### src/rtl/iic_axil_pkg.sv
// Shared types and constants for the IIC AXI4-Lite command master and its benches.
package iic_axil_pkg;

    typedef enum logic [2:0] {
        IDLE = 3'd0,
        WR   = 3'd1,
        WB   = 3'd2,
        RD   = 3'd3,
        RDAT = 3'd4,
        RSP  = 3'd5
    } state_e;

    localparam logic [1:0] OKAY   = 2'b00;
    localparam logic [1:0] EXOKAY = 2'b01;
    localparam logic [1:0] SLVERR = 2'b10;
    localparam logic [1:0] DECERR = 2'b11;

    // IIC controller register byte offsets
    localparam logic [8:0] CR      = 9'h100;
    localparam logic [8:0] SR      = 9'h104;
    localparam logic [8:0] TX_FIFO = 9'h108;
    localparam logic [8:0] RX_FIFO = 9'h10C;

endpackage

### src/rtl/iic_axil_timeout_cnt.sv
// Saturating stall counter; hit flags the edge on which the count reaches MAX.
module iic_axil_timeout_cnt #(
    parameter int MAX = 1024
) (
    input  logic clk,
    input  logic rst_n,
    input  logic clr,
    input  logic en,
    output logic hit
);

    localparam int CW = (MAX > 0) ? $clog2(MAX + 1) : 1;

    logic [CW-1:0] cnt_r;
    logic [CW-1:0] cnt_nxt_s;

    // Next count: clear wins, otherwise count up until saturated
    always_comb begin
        cnt_nxt_s = cnt_r;
        if (clr) begin
            cnt_nxt_s = '0;
        end else if (en && (MAX > 0) && (cnt_r != CW'(MAX))) begin
            cnt_nxt_s = cnt_r + CW'(1);
        end else begin
            cnt_nxt_s = cnt_r;
        end
    end

    // A MAX of zero disables the terminal flag entirely
    always_comb begin
        hit = 1'b0;
        if (MAX > 0) begin
            hit = (cnt_nxt_s == CW'(MAX));
        end else begin
            hit = 1'b0;
        end
    end

    // Counter register
    always_ff @(posedge clk or negedge rst_n) begin
        if (!rst_n) begin
            cnt_r <= '0;
        end else begin
            cnt_r <= cnt_nxt_s;
        end
    end

endmodule

### src/rtl/iic_axil_cmd_master.sv
// Single-outstanding AXI4-Lite master turning register write/read commands into
// AXI-Lite transactions on the IIC controller's slave port. All outputs are flops.
module iic_axil_cmd_master
    import iic_axil_pkg::*;
#(
    parameter int ADDR_W         = 9,
    parameter int DATA_W         = 32,
    parameter int TIMEOUT_CYCLES = 1024
) (
    input  logic                  s_axi_aclk,
    input  logic                  s_axi_aresetn,
    input  logic                  cmd_valid,
    output logic                  cmd_ready,
    input  logic                  cmd_write,
    input  logic [ADDR_W-1:0]     cmd_addr,
    input  logic [DATA_W-1:0]     cmd_wdata,
    input  logic [DATA_W/8-1:0]   cmd_wstrb,
    output logic                  rsp_valid,
    input  logic                  rsp_ready,
    output logic [DATA_W-1:0]     rsp_rdata,
    output logic [1:0]            rsp_resp,
    output logic                  rsp_write,
    output logic                  timeout,
    output logic                  busy,
    output logic [ADDR_W-1:0]     m_axi_awaddr,
    output logic                  m_axi_awvalid,
    input  logic                  m_axi_awready,
    output logic [DATA_W-1:0]     m_axi_wdata,
    output logic [DATA_W/8-1:0]   m_axi_wstrb,
    output logic                  m_axi_wvalid,
    input  logic                  m_axi_wready,
    input  logic [1:0]            m_axi_bresp,
    input  logic                  m_axi_bvalid,
    output logic                  m_axi_bready,
    output logic [ADDR_W-1:0]     m_axi_araddr,
    output logic                  m_axi_arvalid,
    input  logic                  m_axi_arready,
    input  logic [DATA_W-1:0]     m_axi_rdata,
    input  logic [1:0]            m_axi_rresp,
    input  logic                  m_axi_rvalid,
    output logic                  m_axi_rready
);

    state_e state_r;
    state_e state_nxt_s;

    logic aw_done_r;
    logic w_done_r;
    logic aw_done_nxt_s;
    logic w_done_nxt_s;

    logic accept_s;
    logic aw_hs_s;
    logic w_hs_s;
    logic b_hs_s;
    logic ar_hs_s;
    logic r_hs_s;
    logic rsp_hs_s;

    logic tmo_clr_s;
    logic tmo_en_s;
    logic tmo_hit_s;

    // Handshake decode; valids/readies are registered and state-exclusive
    always_comb begin
        accept_s = cmd_valid & cmd_ready;
        aw_hs_s  = m_axi_awvalid & m_axi_awready;
        w_hs_s   = m_axi_wvalid & m_axi_wready;
        b_hs_s   = m_axi_bvalid & m_axi_bready;
        ar_hs_s  = m_axi_arvalid & m_axi_arready;
        r_hs_s   = m_axi_rvalid & m_axi_rready;
        rsp_hs_s = rsp_valid & rsp_ready;
    end

    // Next-state logic; AW and W complete independently in WR
    always_comb begin
        state_nxt_s   = state_r;
        aw_done_nxt_s = aw_done_r;
        w_done_nxt_s  = w_done_r;
        case (state_r)
            IDLE: begin
                if (accept_s) begin
                    aw_done_nxt_s = 1'b0;
                    w_done_nxt_s  = 1'b0;
                    state_nxt_s   = cmd_write ? WR : RD;
                end else begin
                    state_nxt_s = IDLE;
                end
            end
            WR: begin
                aw_done_nxt_s = aw_done_r | aw_hs_s;
                w_done_nxt_s  = w_done_r | w_hs_s;
                if (aw_done_nxt_s && w_done_nxt_s) begin
                    state_nxt_s = WB;
                end else begin
                    state_nxt_s = WR;
                end
            end
            WB: begin
                if (b_hs_s) begin
                    state_nxt_s = RSP;
                end else begin
                    state_nxt_s = WB;
                end
            end
            RD: begin
                if (ar_hs_s) begin
                    state_nxt_s = RDAT;
                end else begin
                    state_nxt_s = RD;
                end
            end
            RDAT: begin
                if (r_hs_s) begin
                    state_nxt_s = RSP;
                end else begin
                    state_nxt_s = RDAT;
                end
            end
            RSP: begin
                if (rsp_hs_s) begin
                    state_nxt_s = IDLE;
                end else begin
                    state_nxt_s = RSP;
                end
            end
            default: begin
                state_nxt_s = IDLE;
            end
        endcase
    end

    // Stall counter runs in the slave-wait states and restarts on any progress
    always_comb begin
        tmo_en_s  = (state_r == WR) || (state_r == WB) ||
                    (state_r == RD) || (state_r == RDAT);
        tmo_clr_s = accept_s | aw_hs_s | w_hs_s | b_hs_s | ar_hs_s | r_hs_s;
    end

    iic_axil_timeout_cnt #(
        .MAX (TIMEOUT_CYCLES)
    ) u_tmo (
        .clk   (s_axi_aclk),
        .rst_n (s_axi_aresetn),
        .clr   (tmo_clr_s),
        .en    (tmo_en_s),
        .hit   (tmo_hit_s)
    );

    // State and channel-completion registers
    always_ff @(posedge s_axi_aclk or negedge s_axi_aresetn) begin
        if (!s_axi_aresetn) begin
            state_r   <= IDLE;
            aw_done_r <= 1'b0;
            w_done_r  <= 1'b0;
        end else begin
            state_r   <= state_nxt_s;
            aw_done_r <= aw_done_nxt_s;
            w_done_r  <= w_done_nxt_s;
        end
    end

    // Control outputs are decoded from the next state so they align with it
    always_ff @(posedge s_axi_aclk or negedge s_axi_aresetn) begin
        if (!s_axi_aresetn) begin
            cmd_ready     <= 1'b0;
            busy          <= 1'b0;
            m_axi_awvalid <= 1'b0;
            m_axi_wvalid  <= 1'b0;
            m_axi_bready  <= 1'b0;
            m_axi_arvalid <= 1'b0;
            m_axi_rready  <= 1'b0;
            rsp_valid     <= 1'b0;
            timeout       <= 1'b0;
        end else begin
            cmd_ready     <= (state_nxt_s == IDLE);
            busy          <= (state_nxt_s != IDLE);
            m_axi_awvalid <= (state_nxt_s == WR) && !aw_done_nxt_s;
            m_axi_wvalid  <= (state_nxt_s == WR) && !w_done_nxt_s;
            m_axi_bready  <= (state_nxt_s == WB);
            m_axi_arvalid <= (state_nxt_s == RD);
            m_axi_rready  <= (state_nxt_s == RDAT);
            rsp_valid     <= (state_nxt_s == RSP);
            if (accept_s) begin
                timeout <= 1'b0;
            end else begin
                timeout <= timeout | tmo_hit_s;
            end
        end
    end

    // Command payload latch and response capture
    always_ff @(posedge s_axi_aclk or negedge s_axi_aresetn) begin
        if (!s_axi_aresetn) begin
            m_axi_awaddr <= '0;
            m_axi_araddr <= '0;
            m_axi_wdata  <= '0;
            m_axi_wstrb  <= '0;
            rsp_write    <= 1'b0;
            rsp_rdata    <= '0;
            rsp_resp     <= 2'b00;
        end else begin
            if (accept_s) begin
                m_axi_awaddr <= cmd_addr;
                m_axi_araddr <= cmd_addr;
                m_axi_wdata  <= cmd_wdata;
                m_axi_wstrb  <= cmd_wstrb;
                rsp_write    <= cmd_write;
            end
            if (b_hs_s) begin
                rsp_rdata <= '0;
                rsp_resp  <= m_axi_bresp;
            end else if (r_hs_s) begin
                rsp_rdata <= m_axi_rdata;
                rsp_resp  <= m_axi_rresp;
            end
        end
    end

endmodule

### config.mk
export PLATFORM = sky130hd
export DESIGN_NAME = iic_axil_cmd_master
export DESIGN_NICKNAME = d
export VERILOG_FILES = /design/src/rtl/iic_axil_pkg.sv /design/src/rtl/iic_axil_timeout_cnt.sv /design/src/rtl/iic_axil_cmd_master.sv
export SDC_FILE = /design/constraint.sdc
export NUM_CORES = 1
export LEC_CHECK = 0
export CELL_PAD_IN_SITES_DETAIL_PLACEMENT = 0
export CELL_PAD_IN_SITES_GLOBAL_PLACEMENT = 1
export CORE_ASPECT_RATIO = 2
export CORE_MARGIN = 10
export CORE_UTILIZATION = 29
export DETAILED_ROUTE_END_ITERATION = 10
export PLACE_DENSITY_LB_ADDON = 0.1
export SKIP_LAST_GASP = 1
export SYNTH_ARGS = -nofsm -noshare
export SYNTH_HDL_FRONTEND = slang
export SYNTH_HIERARCHICAL = 1
export SYNTH_SLANG_ARGS = --single-unit
### constraint.sdc
create_clock -name s_axi_aclk -period 2.1 [get_ports s_axi_aclk]
set_clock_uncertainty 0.2 [all_clocks]
set_input_delay 0.63 -clock s_axi_aclk [delete_from_list [all_inputs] [get_ports s_axi_aclk]]
set_output_delay 0.63 -clock s_axi_aclk [all_outputs]
set_load 0.02 [all_outputs]
Yosys cells after proc, flatten, opt, wreduce, memory -nomap -nowiden

Cells that the tools add are included.

Output and inout port bits: 98
Register bits: 105
Bits of input ports: 91

Add/sub/neg operators: 1
Equality and inequality tests: 12
Muxes and demuxes: 19
Bitwise gates (word level): 15
Reduce and logical (&&, ||, !) cells: 13

Operators with widths:

| operator                                                         | count |
|---|---|
| 32-bit two-way mux                                               | 2 |
| 11-bit two-way mux                                               | 2 |
| 3-bit case mux with 6 select lines                               | 1 |
| 3-bit by 2-bit == test with 1-bit output (second input constant) | 4 |
| 3-bit == test (second input constant)                            | 4 |
| 11-bit by 1-bit adder with 11-bit output (second input constant) | 1 |
| 11-bit == test (second input constant)                           | 1 |
| 11-bit inequality test (second input constant)                   | 1 |
| 2-bit two-way mux                                                | 5 |
| 3-bit two-way mux                                                | 3 |
| 1-bit bitwise OR                                                 | 8 |
| 1-bit bitwise AND                                                | 7 |
| 3-bit by 1-bit == test with 1-bit output (second input constant) | 2 |
| 3-bit zero test                                                  | 2 |
| 1-bit logical AND                                                | 4 |
| 1-bit two-way mux                                                | 4 |
| 1-bit case mux with 2 select lines                               | 2 |
| 1-bit logical OR                                                 | 3 |
| 3-bit nonzero test                                               | 1 |
| 1-bit zero test                                                  | 2 |
| 2-bit nonzero test                                               | 1 |

Longest topological paths before layout

Gate-level depths: netlist of run 1.

Word-level depth: 10
Mapped depth: 9
Gate-level depth less buffers: 8

By module

The synthesis of run 1 kept the hierarchy.

Modules (own cells, without submodules):

| module               | cells each | times used | area each (sq um) |
|---|---|---|---|
| iic_axil_cmd_master  | 317        | 1          | 3,773.6 |
| iic_axil_timeout_cnt | 80         | 1          | 739.5 |

Worst setup path after synthesis of run 1

No wires, ideal clock.

Kind: input-to-reg
From: input port cmd_valid
To: register timeout
Setup slack: -0.311 ns
Data arrival time: 2.093 ns
Stages: 9
Setup time: 0.119 ns
Required time: 1.781 ns
Path buffers: 2
Cell sequence: nand2_1 -> buf_2 -> buf_1 -> nand4_1 -> nor3b_1 -> nor2_1 -> mux2i_1 -> nor4b_2 -> o21a_1

Word-level cells in the longest chain between the ends: 10

Ends and longest elaborated chain:

| what                           | line                       | source |
|---|---|---|
| from (decl)                    | iic_axil_cmd_master.sv:12  | `input logic cmd_valid,` |
| 1-bit bitwise AND              | iic_axil_cmd_master.sv:66  | `accept_s = cmd_valid & cmd_ready;` |
| 1-bit bitwise OR (5 in series) | iic_axil_cmd_master.sv:137 | `tmo_clr_s = accept_s \| aw_hs_s \| w_hs_s \| b_hs_s \| ar_hs_s \| r_hs_s;` |
| named net tmo_clr_s            | iic_axil_cmd_master.sv:60  | `logic tmo_clr_s;` |
| 11-bit two-way mux             | iic_axil_timeout_cnt.sv:20 | `if (clr) begin` |
| 11-bit == test                 | iic_axil_timeout_cnt.sv:33 | `hit = (cnt_nxt_s == CW'(MAX));` |
| named net tmo_hit_s            | iic_axil_cmd_master.sv:62  | `logic tmo_hit_s;` |
| 1-bit bitwise OR               | iic_axil_cmd_master.sv:187 | `timeout <= timeout \| tmo_hit_s;` |
| 1-bit two-way mux              | iic_axil_cmd_master.sv:184 | `if (accept_s) begin` |
| to (signal assigned)           | iic_axil_cmd_master.sv:187 |  |
| to (decl)                      | iic_axil_cmd_master.sv:23  | `output logic timeout,` |

The timed path passes the listed nets, and every way through them passes these cells.
A chain may end at the register's enable or synchronous reset.

Worst setup path in the final report of run 1

From: register state_r[1]
To: register timeout

Word-level cells in the longest chain between the ends: 10
Elaborated cells between the ends (all ways): 13

Ends and longest elaborated chain:

| what                                                                                                        | line                       | source |
|---|---|---|
| from (decl)                                                                                                 | iic_axil_cmd_master.sv:44  | `state_e state_r;` |
| from (signal assigned)                                                                                      | iic_axil_cmd_master.sv:157 | `state_r <= state_nxt_s;` |
| 3-bit by 1-bit == test with 1-bit output / 3-bit by 2-bit == test with 1-bit output (equally long branches) | iic_axil_cmd_master.sv:135 | `tmo_en_s = (state_r == WR) \|\| (state_r == WB) \|\|` |
| 1-bit logical OR (2 in series)                                                                              | iic_axil_cmd_master.sv:135 |  |
| 1-bit logical OR (*)                                                                                        | iic_axil_cmd_master.sv:136 | `(state_r == RD) \|\| (state_r == RDAT);` |
| named net tmo_en_s                                                                                          | iic_axil_cmd_master.sv:61  | `logic tmo_en_s;` |
| 1-bit logical AND (*)                                                                                       | iic_axil_timeout_cnt.sv:22 | `end else if (en && (MAX > 0) && (cnt_r != CW'(MAX))) begin` |
| 11-bit two-way mux (*)                                                                                      | iic_axil_timeout_cnt.sv:22 |  |
| 11-bit two-way mux (*)                                                                                      | iic_axil_timeout_cnt.sv:20 |  |
| 11-bit == test (*)                                                                                          | iic_axil_timeout_cnt.sv:33 |  |
| named net tmo_hit_s                                                                                         | iic_axil_cmd_master.sv:62  |  |
| 1-bit bitwise OR (*)                                                                                        | iic_axil_cmd_master.sv:187 |  |
| 1-bit two-way mux (*)                                                                                       | iic_axil_cmd_master.sv:184 |  |

Mark *: on every way through the listed nets, which the timed path passes. The rest lies on a longest branch.

==> qor.csv, run 1 <==
metric,value,unit
post-synthesis cell area,4510,µm²
starting density of the core,29.5,%
CTS root buf,clkbuf_16,
"Remaining Overflow, GRT",0,
failing checks,negative setup slack,
register area,2630,µm²
top-area cell type share of the netlist area,58.2,%
Max Fanout on Critical Path,6,
Final WS setup,-0.0605,ns
Post-route DRC,0,
"slowest stage delay, CP",0.41,ns
status,finished with violations,
first-pass GRT wire length,22700,µm
post-synth top area cell,dfrtp_1,
top post-synthesis cells by count,"105 x dfrtp_1, 79 x nand2_1, 47 x mux2_2",
CTS tree,yes,
Worst R2R Path Depth,8,
# IOs,189,
DR vias/cell,4.56,
fmax,0.463,GHz
Comb power frac,50.5,%
# fillers,1472,
clock period minus worst slack,2.16,ns
# Max-Cap Violations,0,
internal power,6.09,mW
Hold Crit Class,reg -> reg,
CP cell instances,"nor2_4, xnor2_4, nand4_4, buf_4, mux2_2, a21oi_1, nor4b_2, o21a_1",
total power after layout,10.3,mW
worst hold slack,0.297,ns
initial DRC count,109,
# port buffers,188,
Hold Path Sink,timeout$_DFF_PN0_,
final setup violation count,1,
Clock transition at path regs,0.08,ns
Worst-Margin Slew,0.410,ns
Die W,108,µm
via count,3700,
maximum VDD drop,0.000575,V
initial antenna violation count,3,
pin count of the biggest net entering global routing,44,
Most used DFF post-synth,dfrtp_1,
sequential share of power,33.3,%
TritonCTS Buffers,9,
Synth area leaders,"dfrtp_1 58%, mux2_2 12%, nand2_1 6.6%",
Yosys cell types,49,
row cnt,64,
Tcrit/Tclk final,103,%
worst hold path depth,1,
Die ar.,21300,µm²
sequential area share after synthesis,58.2,%
number of global-route vias before repair,4059,
Util after Layout,46.4,%
share of flip-flops with an asynchronous set or reset,100,%
top-count cell post-synth,dfrtp_1,
Slew Limit Fails,0,
nets,701,
CP Data Arrival Time,2.20,ns
first drt pass iteration count,4,
crit path buf inv count,1,
Syn Inst Count,397,
Slew HR,72.7,%
crit-path leading delay family,compound AO/OA/AOI/OAI gates,
YS warnings,6,
Total GRT Usage,13.8,%
area grow syn2layout,57.3,%
clock tree buffer depth,2,
crit end category,register,
Die Ht,196,µm
Clock Latency Late Sink,0.35,ns
Place WS,-0.592,ns
Multi-input gate area,1800,µm²
R2R Path End,timeout$_DFF_PN0_,
switch share,40.8,%
CTS H-tree depth,3,
Post-synth EDFFs,0,
"Net Count, Synth",490,
worst path required time,2.14,ns
Worst setup SP type,register,
syn avg cell area,11.4,µm²
Detail Route Antenna Nets,0,
share of layout cells above drive strength 1,21.5,%
Power Density,1450,nW/µm²
Detailed Route WL,14700,µm
Final Hold Viols,0,
Final GP Congestion,0.807,
Leakage,3.32,nW
critical path's slowest cell,dfrtp_1,
reg-to-reg critical path startpoint,state_r[1]$_DFF_PN0_,
clk sinks,105,
RSZ-0062 raised after global routing,true,
"flops & latches, synth",105,
Post-DP HPWL,11400,µm
Clock power frac,16.1,%
CP Class,reg -> reg,
hold path start,timeout$_DFF_PN0_,
Sw Pwr,4.21,mW
total core area,15300,µm²
FF-to-FF setup slack,-0.06,ns
Routed WL per cell,18.1,µm
-- timing repair --
item	in CTS	in global routing
buffers inserted	2	2
gates resized for setup	106	11
pin swaps	6	10
endpoints found under the setup margin	101	5
hold endpoints to repair	20	0
hold buffers	1	0
-- state kept, by name (all words and copies together) (netlist names) --
signal         flops
aw_done_r          1
timeout            1
m_axi_arvalid      1
rsp_valid          1
m_axi_rready       1
m_axi_wvalid       1
m_axi_awvalid      1
m_axi_wstrb        4
m_axi_bready       1
state_r            3
rsp_write          1
m_axi_wdata       32
cmd_ready          1
rsp_resp           2
u_tmo/cnt_r       11
rsp_rdata         32
busy               1
w_done_r           1
m_axi_awaddr       9
-- power by group through the flow --
stage                     combinational, mW  clock (mW)  sequential (mW)
after floorplan                        1.98           0             4.49
after global placement                 5.81           0             3.47
after detailed placement               5.83           0             3.51
after CTS                              5.27        1.73             3.45
after global routing                   5.59        1.81             3.56
final                                  5.20        1.66             3.43
-- worst reg2reg max path, stage by stage, from the launching register on --
cell and delay (ns):
dfrtp_1 0.41, nor2_4 0.17, xnor2_4 0.16, nand4_4 0.14, buf_4 0.19, mux2_2 0.26, a21oi_1 0.26, nor4b_2 0.09
o21a_1 0.17
-- layout by cell type, fill, tap and decap left out, types with 4 or more instances in the layout --
cell,count
dfrtp_1,105
dlygate4sd2_1,98
clkdlybuf4s50_1,82
nand2_1,78
mux2_2,47
buf_4,41
a21oi_1,39
nor2_1,16
clkbuf_16,9
dlymetal6s2s_1,7
xnor2_1,7
a21oi_2,5
and2_4,4
nand4_1,4
mux2i_1,4
-- layer usage --
layer,up-vias,track usage (%),share of wire [%]
met2,106,26.0,58
li1,1772,-,-
met4,2,5.57,2.5
met1,1795,13.0,33
met5,-,0,0.088
met3,25,4.87,6.9
-- logic make-up after synthesis --
family | after synthesis | share of synthesized area [%]
AO/OA/AOI/OAI | 58 | 7.29
XOR/XNOR | 11 | 2.13
adder cells (fa/ha/maj) | 2 | 0.554
buffers and inverters | 34 | 4.05
flip-flops | 105 | 58.2
multiplexers | 51 | 12.6
AND/OR/NAND/NOR | 136 | 15.1
-- cell type report --
type / instances / area share, %
repair buffers: 231 / 29.9
flip-flops and latches: 105 / 37.0
inverters: 3 / 0.159
clock buffers: 10 / 3.23
diodes: 1 / 0.0352
multi-input cells: 258 / 25.3
clock inverters: 6 / 0.864
well taps: 198 / 3.49
-- worst max path at each step --
| stage | from | to | depth (start not counted) |
|---|---|---|---|
| 5_1_grt | state_r[1]$_DFF_PN0_ | timeout$_DFF_PN0_ | 8 |
| 3_5_place_dp | m_axi_rvalid | timeout$_DFF_PN0_ | 9 |
| 2_1_floorplan | state_r[0]$_DFF_PN0_ | timeout$_DFF_PN0_ | 9 |
| 6_report | state_r[1]$_DFF_PN0_ | timeout$_DFF_PN0_ | 8 |
| 4_1_cts | m_axi_bvalid | timeout$_DFF_PN0_ | 9 |
| 3_3_place_gp | m_axi_rvalid | timeout$_DFF_PN0_ | 9 |
-- per-stage QoR --
stage	setup TNS, ns	instances	cell area, µm²
global route	-0.334	812	7100
global placement	-14.53	790	6830
finish	-0.0605	812	7100
floorplan	-0.0405	397	4570
detailed placement	-15.36	790	6830
CTS	-0.193	809	7050
Power figures use the tool's default switching activity.
==> run 2, diff against run 1 <==
- ABC_AREA: default -> 1
- CORE_UTILIZATION: 29 -> 28
==> qor.csv, run 2 <==
metric,value,unit,change
Non-Filler Instances,893,,+10%
most frequent cells in the layout,"177 x nand2_1, 105 x dfrtp_1, 98 x dlygate4sd2_1",,
initial antenna violation count,0,,-3
Most used DFF post-synth,dfrtp_1,,
"Net Count, Synth",570,,+16%
sequential area share after synthesis,59.7,%,+1.4 points
syn avg cell area,9.23,µm²,-19%
crit end category,register,,
Final Hold Viols,0,,unchanged
# port buffers,188,,unchanged
Yosys cell types,27,,-45%
TritonCTS Buffers,9,,unchanged
initial DRC count,158,,+45%
CP Data Arrival Time,2.22,ns,+0.02 ns
number of global-route vias before repair,4109,,+1.2%
Slew HR,60.7,%,-12 points
# Max-Cap Violations,0,,unchanged
starting density of the core,28.6,%,-0.86 points
Detailed Route WL,15400,µm,+4.2%
CP cell instances,"nor2_2, nand2_2, nand2_4, nand2_4, nor3_4, buf_6, nand2_4, inv_2, nand2_2, nand3_2, nand2_1, nor2_1, nand3_1, nor2_2, nor2_1, nor2_1",,
Routed WL per cell,17.2,µm,-5.2%
fmax,0.465,GHz,+0.50%
pin count of the biggest net entering global routing,69,,+57%
CP startpoint,state_r[1]$_DFF_PN0_,,
status,finished with violations,,
top-count cell post-synth,nand2_1,,
Max Fanout on Critical Path,3,,-3
Die ar.,21500,µm²,+0.92%
Syn Inst Count,477,,+20%
total power after layout,10.3,mW,-0.46%
CTS tree,yes,,
Power Density,1460,nW/µm²,+0.77%
biggest regs,"m_axi_wdata x32, rsp_rdata x32, u_tmo/cnt_r x11",,
Post-DP HPWL,11700,µm,+1.9%
Util after Layout,45.6,%,-0.80 points
Slew Limit Fails,0,,unchanged
"most common cell after layout, fill and taps aside",nand2_1,,
post-synth top area cell,dfrtp_1,,
clock tree buffer depth,2,,unchanged
first drt pass iteration count,4,,unchanged
Post-route DRC,0,,unchanged
reg-to-reg critical path startpoint,state_r[1]$_DFF_PN0_,,
top-area cell type share of the netlist area,59.7,%,+1.4 points
RSZ-0062 raised after global routing,true,,
total core area,15400,µm²,+0.52%
Worst setup SP type,register,,
final setup violation count,1,,unchanged
maximum VDD drop,0.000660,V,+15%
"Remaining Overflow, GRT",0,,unchanged
# IOs,189,,unchanged
first-pass GRT wire length,23300,µm,+2.8%
clock period minus worst slack,2.15,ns,-0.0108 ns
CTS H-tree depth,3,,unchanged
"flops & latches, synth",105,,unchanged
setup tns final,-0.0497,ns,+0.0108 ns
Leakage,3.84,nW,+16%
Final WS setup,-0.0497,ns,+0.0108 ns
row cnt,64,,unchanged
Tcrit/Tclk final,102,%,-0.51 points
Post-synth EDFFs,0,,unchanged
Clock transition at path regs,0.07,ns,about the same
critical path's slowest cell,dfrtp_1,,
Detail Route Antenna Nets,0,,unchanged
failing checks,negative setup slack,,
R2R Path End,timeout$_DFF_PN0_,,
Worst-Margin Slew,0.589,ns,+0.179 ns
clk sinks,105,,unchanged
top post-synthesis cells by count,"187 x nand2_1, 105 x dfrtp_1, 35 x inv_1",,
Die Ht,197,µm,+0.48%
DR vias/cell,4.41,,-3.1%
worst path required time,2.17,ns,+0.03 ns
Synth area leaders,"dfrtp_1 60%, nand2_1 16%, a22o_1 6.6%",,
n_diodes,0,,-1
CP Class,reg -> reg,,
Worst R2R Path Depth,16,,+8
post-synthesis cell area,4400,µm²,-2.4%
YS warnings,6,,unchanged
CTS root buf,clkbuf_16,,
share of layout cells above drive strength 1,14.5,%,-7.0 points
nets,783,,+12%
via count,3942,,+6.5%
Die W,109,µm,+0.44%
Final GP Congestion,0.809,,+0.27%
Clock Latency Late Sink,0.34,ns,about the same
area grow syn2layout,59.2,%,
"slowest stage delay, CP",0.42,ns,about the same
Hold Crit Class,in -> async,,
dpl cells,866,,+9.6%
Total GRT Usage,14.2,%,+0.36 points
share of flip-flops with an asynchronous set or reset,100,%,unchanged
FF-to-FF setup slack,-0.05,ns,about the same
==> run 2: cell count changes after synthesis, moves of 6 or more <==
cell | before | now
a21oi_1 | 43 | 4
a22o_1 | 0 | 33
buf_2 | 2 | 13
clkbuf_1 | 14 | 3
inv_1 | 3 | 35
inv_2 | 0 | 6
mux2_2 | 47 | 0
nand2_1 | 79 | 187
nand3_1 | 2 | 19
nor2_1 | 17 | 27
xnor2_1 | 8 | 0
==> run 2: report_power, final <==
part	internal (mW)	switching [mW]	total, mW
Sequential	2.90	0.484	3.38
Clock	1.08	0.748	1.83
Combinational	2.03	3.01	5.04
==> run 2: cell families after synthesis <==
| logic type | count (synthesis) | share of synthesized area, % |
|---|---|---|
| buffers and inverters | 69 | 7.10 |
| adders and majority gates | 2 | 0.568 |
| and+or+nand+nor | 251 | 23.9 |
| AOI/OAI and AO/OA | 50 | 8.78 |
| DFF | 105 | 59.7 |
==> run 2: final cells by class <==
type | count | area, µm²
Fill cell | 1552 | 8360
Sequential cell | 105 | 2630
Timing Repair Buffer | 227 | 2110
Multi-Input combinational cell | 303 | 1540
Tap cell | 198 | 248
Clock buffer | 12 | 246
Inverter | 43 | 166
Clock inverter | 4 | 76.3
Timing Repair inverter | 1 | 3.75
==> run 2: repair_timing <==
action / 4_1_cts / 5_1_grt
pin swaps: 1 / 16
resized for setup: 107 / 29
hold endpoints to repair: 0 / 0
cloned: 1 / 1
setup endpoints to repair: 144 / 41
setup buffers: 2 / 7
hold buffers: 0 / 0
==> run 2: stage by stage <==
stage / cell area [µm²] / setup slack, ns / hold WS [ns]
global placement: 6610 / -0.594 / 0.263
floorplan: 4410 / 0.0532 / 0.134
global route: 7010 / -0.203 / 0.107
CTS: 6860 / -0.131 / 0.106
detailed placement: 6610 / -0.579 / 0.265
finish: 7010 / -0.0497 / 0.0690
==> run 2: routing by layer <==
metal / wire (µm) / global-route usage, % / vias up
met2: 9070 / 27.4 / 100
met4: 246 / 4.91 / 0
met3: 856 / 3.86 / 15
li1: - / - / 1918
met1: 5190 / 13.7 / 1909
met5: 0 / 0 / -
==> run 2: how the worst max path moves through the flow <==
stage / endpoint / slack [ns] / depth (start not counted)
finish: timeout$_DFF_PN0_ / -0.05 / 16
global route: timeout$_DFF_PN0_ / -0.20 / 16
CTS: timeout$_DFF_PN0_ / -0.13 / 13
detailed placement: timeout$_DFF_PN0_ / -0.58 / 13
global placement: timeout$_DFF_PN0_ / -0.59 / 13
floorplan: timeout$_DFF_PN0_ / 0.05 / 13
==> run 2: critical path, delay by kind of cell (launching register included) <==
kind / cells / cell delay (ns)
buffers and inverters: 2 / 0.20
DFF: 1 / 0.42
and+or+nand+nor: 14 / 1.27
==> run 3, diff against run 2 <==
- CORE_MARGIN: 10 -> default
==> qor.csv, run 3 (synthesized netlist as in run 2, its figures left out) <==
metric,value,unit,change
Area after DPL,6710,µm²,+1.4%
nets,788,,+0.64%
Die W,90.7,µm,-17%
Slew HR,69.7,%,+9.0 points
Final GP Congestion,0.816,,+0.88%
Clock Latency Late Sink,0.34,ns,about the same
Sw Pwr,4.17,mW,-1.7%
clock tree buffer depth,2,,unchanged
Final Hold Viols,0,,unchanged
initial antenna violation count,1,,+1
# IOs,189,,unchanged
area grow syn2layout,60.0,%,
row cnt,64,,unchanged
# Max-Cap Violations,0,,unchanged
Worst-Margin Slew,0.454,ns,-0.135 ns
"Remaining Overflow, GRT",0,,unchanged
Hold Crit Class,in -> async,,
n_diodes,0,,unchanged
RSZ-0062 raised after global routing,true,,
Post-CTS Hold Fix Bufs,0,,unchanged
status,finished with violations,,
Comb power frac,49.8,%,+0.6 points
CTS tree,yes,,
Routed WL per cell,15.1,µm,-12%
switch share,41.6,%,+0.26 points
finished layout cell area,7050,µm²,+0.46%
Max Fanout on Critical Path,3,,unchanged
reg-to-reg critical path startpoint,state_r[1]$_DFF_PN0_,,
crit end category,register,,
most frequent cells in the layout,"179 x nand2_1, 105 x dfrtp_1, 98 x dlygate4sd2_1",,
Worst R2R Path Depth,15,,-1
CTS H-tree depth,3,,unchanged
Worst setup SP type,register,,
Detailed Route WL,13600,µm,-12%
number of global-route vias before repair,4189,,+1.9%
CTS root buf,clkbuf_16,,
Post-DP HPWL,10400,µm,-11%
Clock power frac,16.3,%,-1.5 points
FF-to-FF setup slack,-0.03,ns,+0.02 ns
Tcrit/Tclk final,102,%,-0.86 points
failing checks,negative setup slack,,
Die ar.,16300,µm²,-24%
setup tns final,-0.0317,ns,+0.0180 ns
Slew Limit Fails,0,,unchanged
Post-route DRC,0,,unchanged
total core area,15300,µm²,-0.52%
Die Ht,179,µm,-9.1%
TritonCTS Buffers,9,,unchanged
# port buffers,188,,unchanged
Clock transition at path regs,0.07,ns,about the same
clk sinks,105,,unchanged
biggest regs,"m_axi_wdata x32, rsp_rdata x32, u_tmo/cnt_r x11",,
maximum VDD drop,0.000606,V,-8.1%
fmax,0.469,GHz,+0.84%
Util after Layout,46.1,%,+0.45 points
sequential share of power,33.9,%,+0.9 points
first drt pass iteration count,4,,unchanged
via count,3922,,-0.51%
internal power,5.85,mW,-2.7%
Detail Route Antenna Nets,0,,unchanged
DR vias/cell,4.37,,-1.1%
initial DRC count,123,,-22%
CP Data Arrival Time,2.20,ns,-0.02 ns
clock period minus worst slack,2.13,ns,-0.0180 ns
final setup violation count,1,,unchanged
first-pass GRT wire length,21200,µm,-9.0%
Final WS setup,-0.0317,ns,+0.0180 ns
worst path required time,2.17,ns,about the same
Total GRT Usage,17.0,%,+2.8 points
R2R Path End,timeout$_DFF_PN0_,,
"most common cell after layout, fill and taps aside",nand2_1,,
CP Class,reg -> reg,,
Leakage,3.85,nW,+0.24%
starting density of the core,28.8,%,+0.15 points
Power Density,1420,nW/µm²,-2.8%
pin count of the biggest net entering global routing,48,,-30%
share of layout cells above drive strength 1,15.0,%,+0.47 points
## run 3: cell count changes in the layout (fill, tap and decap cells not counted), moves of 2 or more
cell | previous run | this run
clkbuf_1 | 2 | 0
nand3_2 | 5 | 7
nand3_1 | 17 | 15
buf_4 | 35 | 38
inv_6 | 0 | 2
buf_12 | 1 | 7
inv_1 | 32 | 34
bufinv_16 | 2 | 0
inv_2 | 9 | 7
nand2_1 | 177 | 179
nand2_4 | 4 | 1
## run 3: worst max-delay path by stage
stage                                   endpoint  slack, ns            startpoint  cells after the start
after floorplan                timeout$_DFF_PN0_       0.05             cmd_valid                     13
after global placement         timeout$_DFF_PN0_      -0.54         m_axi_arready                     15
after detailed placement  m_axi_wvalid$_DFF_PN0_      -0.56             cmd_valid                      8
after CTS                      timeout$_DFF_PN0_      -0.12         m_axi_arready                     15
after global routing           timeout$_DFF_PN0_      -0.16  state_r[1]$_DFF_PN0_                     15
final                          timeout$_DFF_PN0_      -0.03  state_r[1]$_DFF_PN0_                     15
## run 3: per-layer routing
layer	GRT usage (%)	wire, µm
met5	0	10
met4	7.53	403
met3	3.00	532
met2	33.4	7840
met1	17.3	4770
## run 3: power by group through the flow
stage               Sequential, mW  Combinational, mW  Clock, mW
floorplan                     4.39               1.82          0
global placement              3.44               5.48          0
detailed placement            3.45               5.50          0
CTS                           3.40               4.94       1.71
global route                  3.52               5.42       1.78
finish                        3.40               4.98       1.63
## run 3: timing repair
action,CTS,global route
endpoints found under the setup margin,140,7
buffers inserted,2,10
pin swaps,1,22
gates resized for setup,103,23
## run 3: area by class of cell
class / instances / area (µm²)
sequential: 105 / 2630
timing repair buffer: 233 / 2190
inverter: 43 / 164
clock inverter: 6 / 50.0
tap: 198 / 248
clock buffer: 10 / 239
multi-input combinational: 303 / 1530
fill: 1518 / 8250
## run 3: critical path, stage by stage, from the launching register on
cell,delay (ns)
dfrtp_1,0.41
nor2_2,0.13
nand2_1,0.10
nand2_2,0.14
nand2_2,0.08
nor2_4,0.16
nand3_2,0.12
nand2_1,0.09
inv_1,0.05
o21ai_2,0.06
o21ai_1,0.10
nor2_2,0.14
nand3_1,0.08
nor2_1,0.11
nor2_1,0.04
nor2_1,0.07
## run 3: stage by stage
step                      std cells  power, mW  setup WS, ns  hold WS, ns
final                           898       10.0       -0.0317       0.0286
after global routing            898       10.7        -0.155       0.0619
after CTS                       888       10.0        -0.119       0.0409
after detailed placement        870       8.95        -0.557        0.265
after global placement          870       8.92        -0.542        0.264
after floorplan                 477       6.21        0.0532        0.134
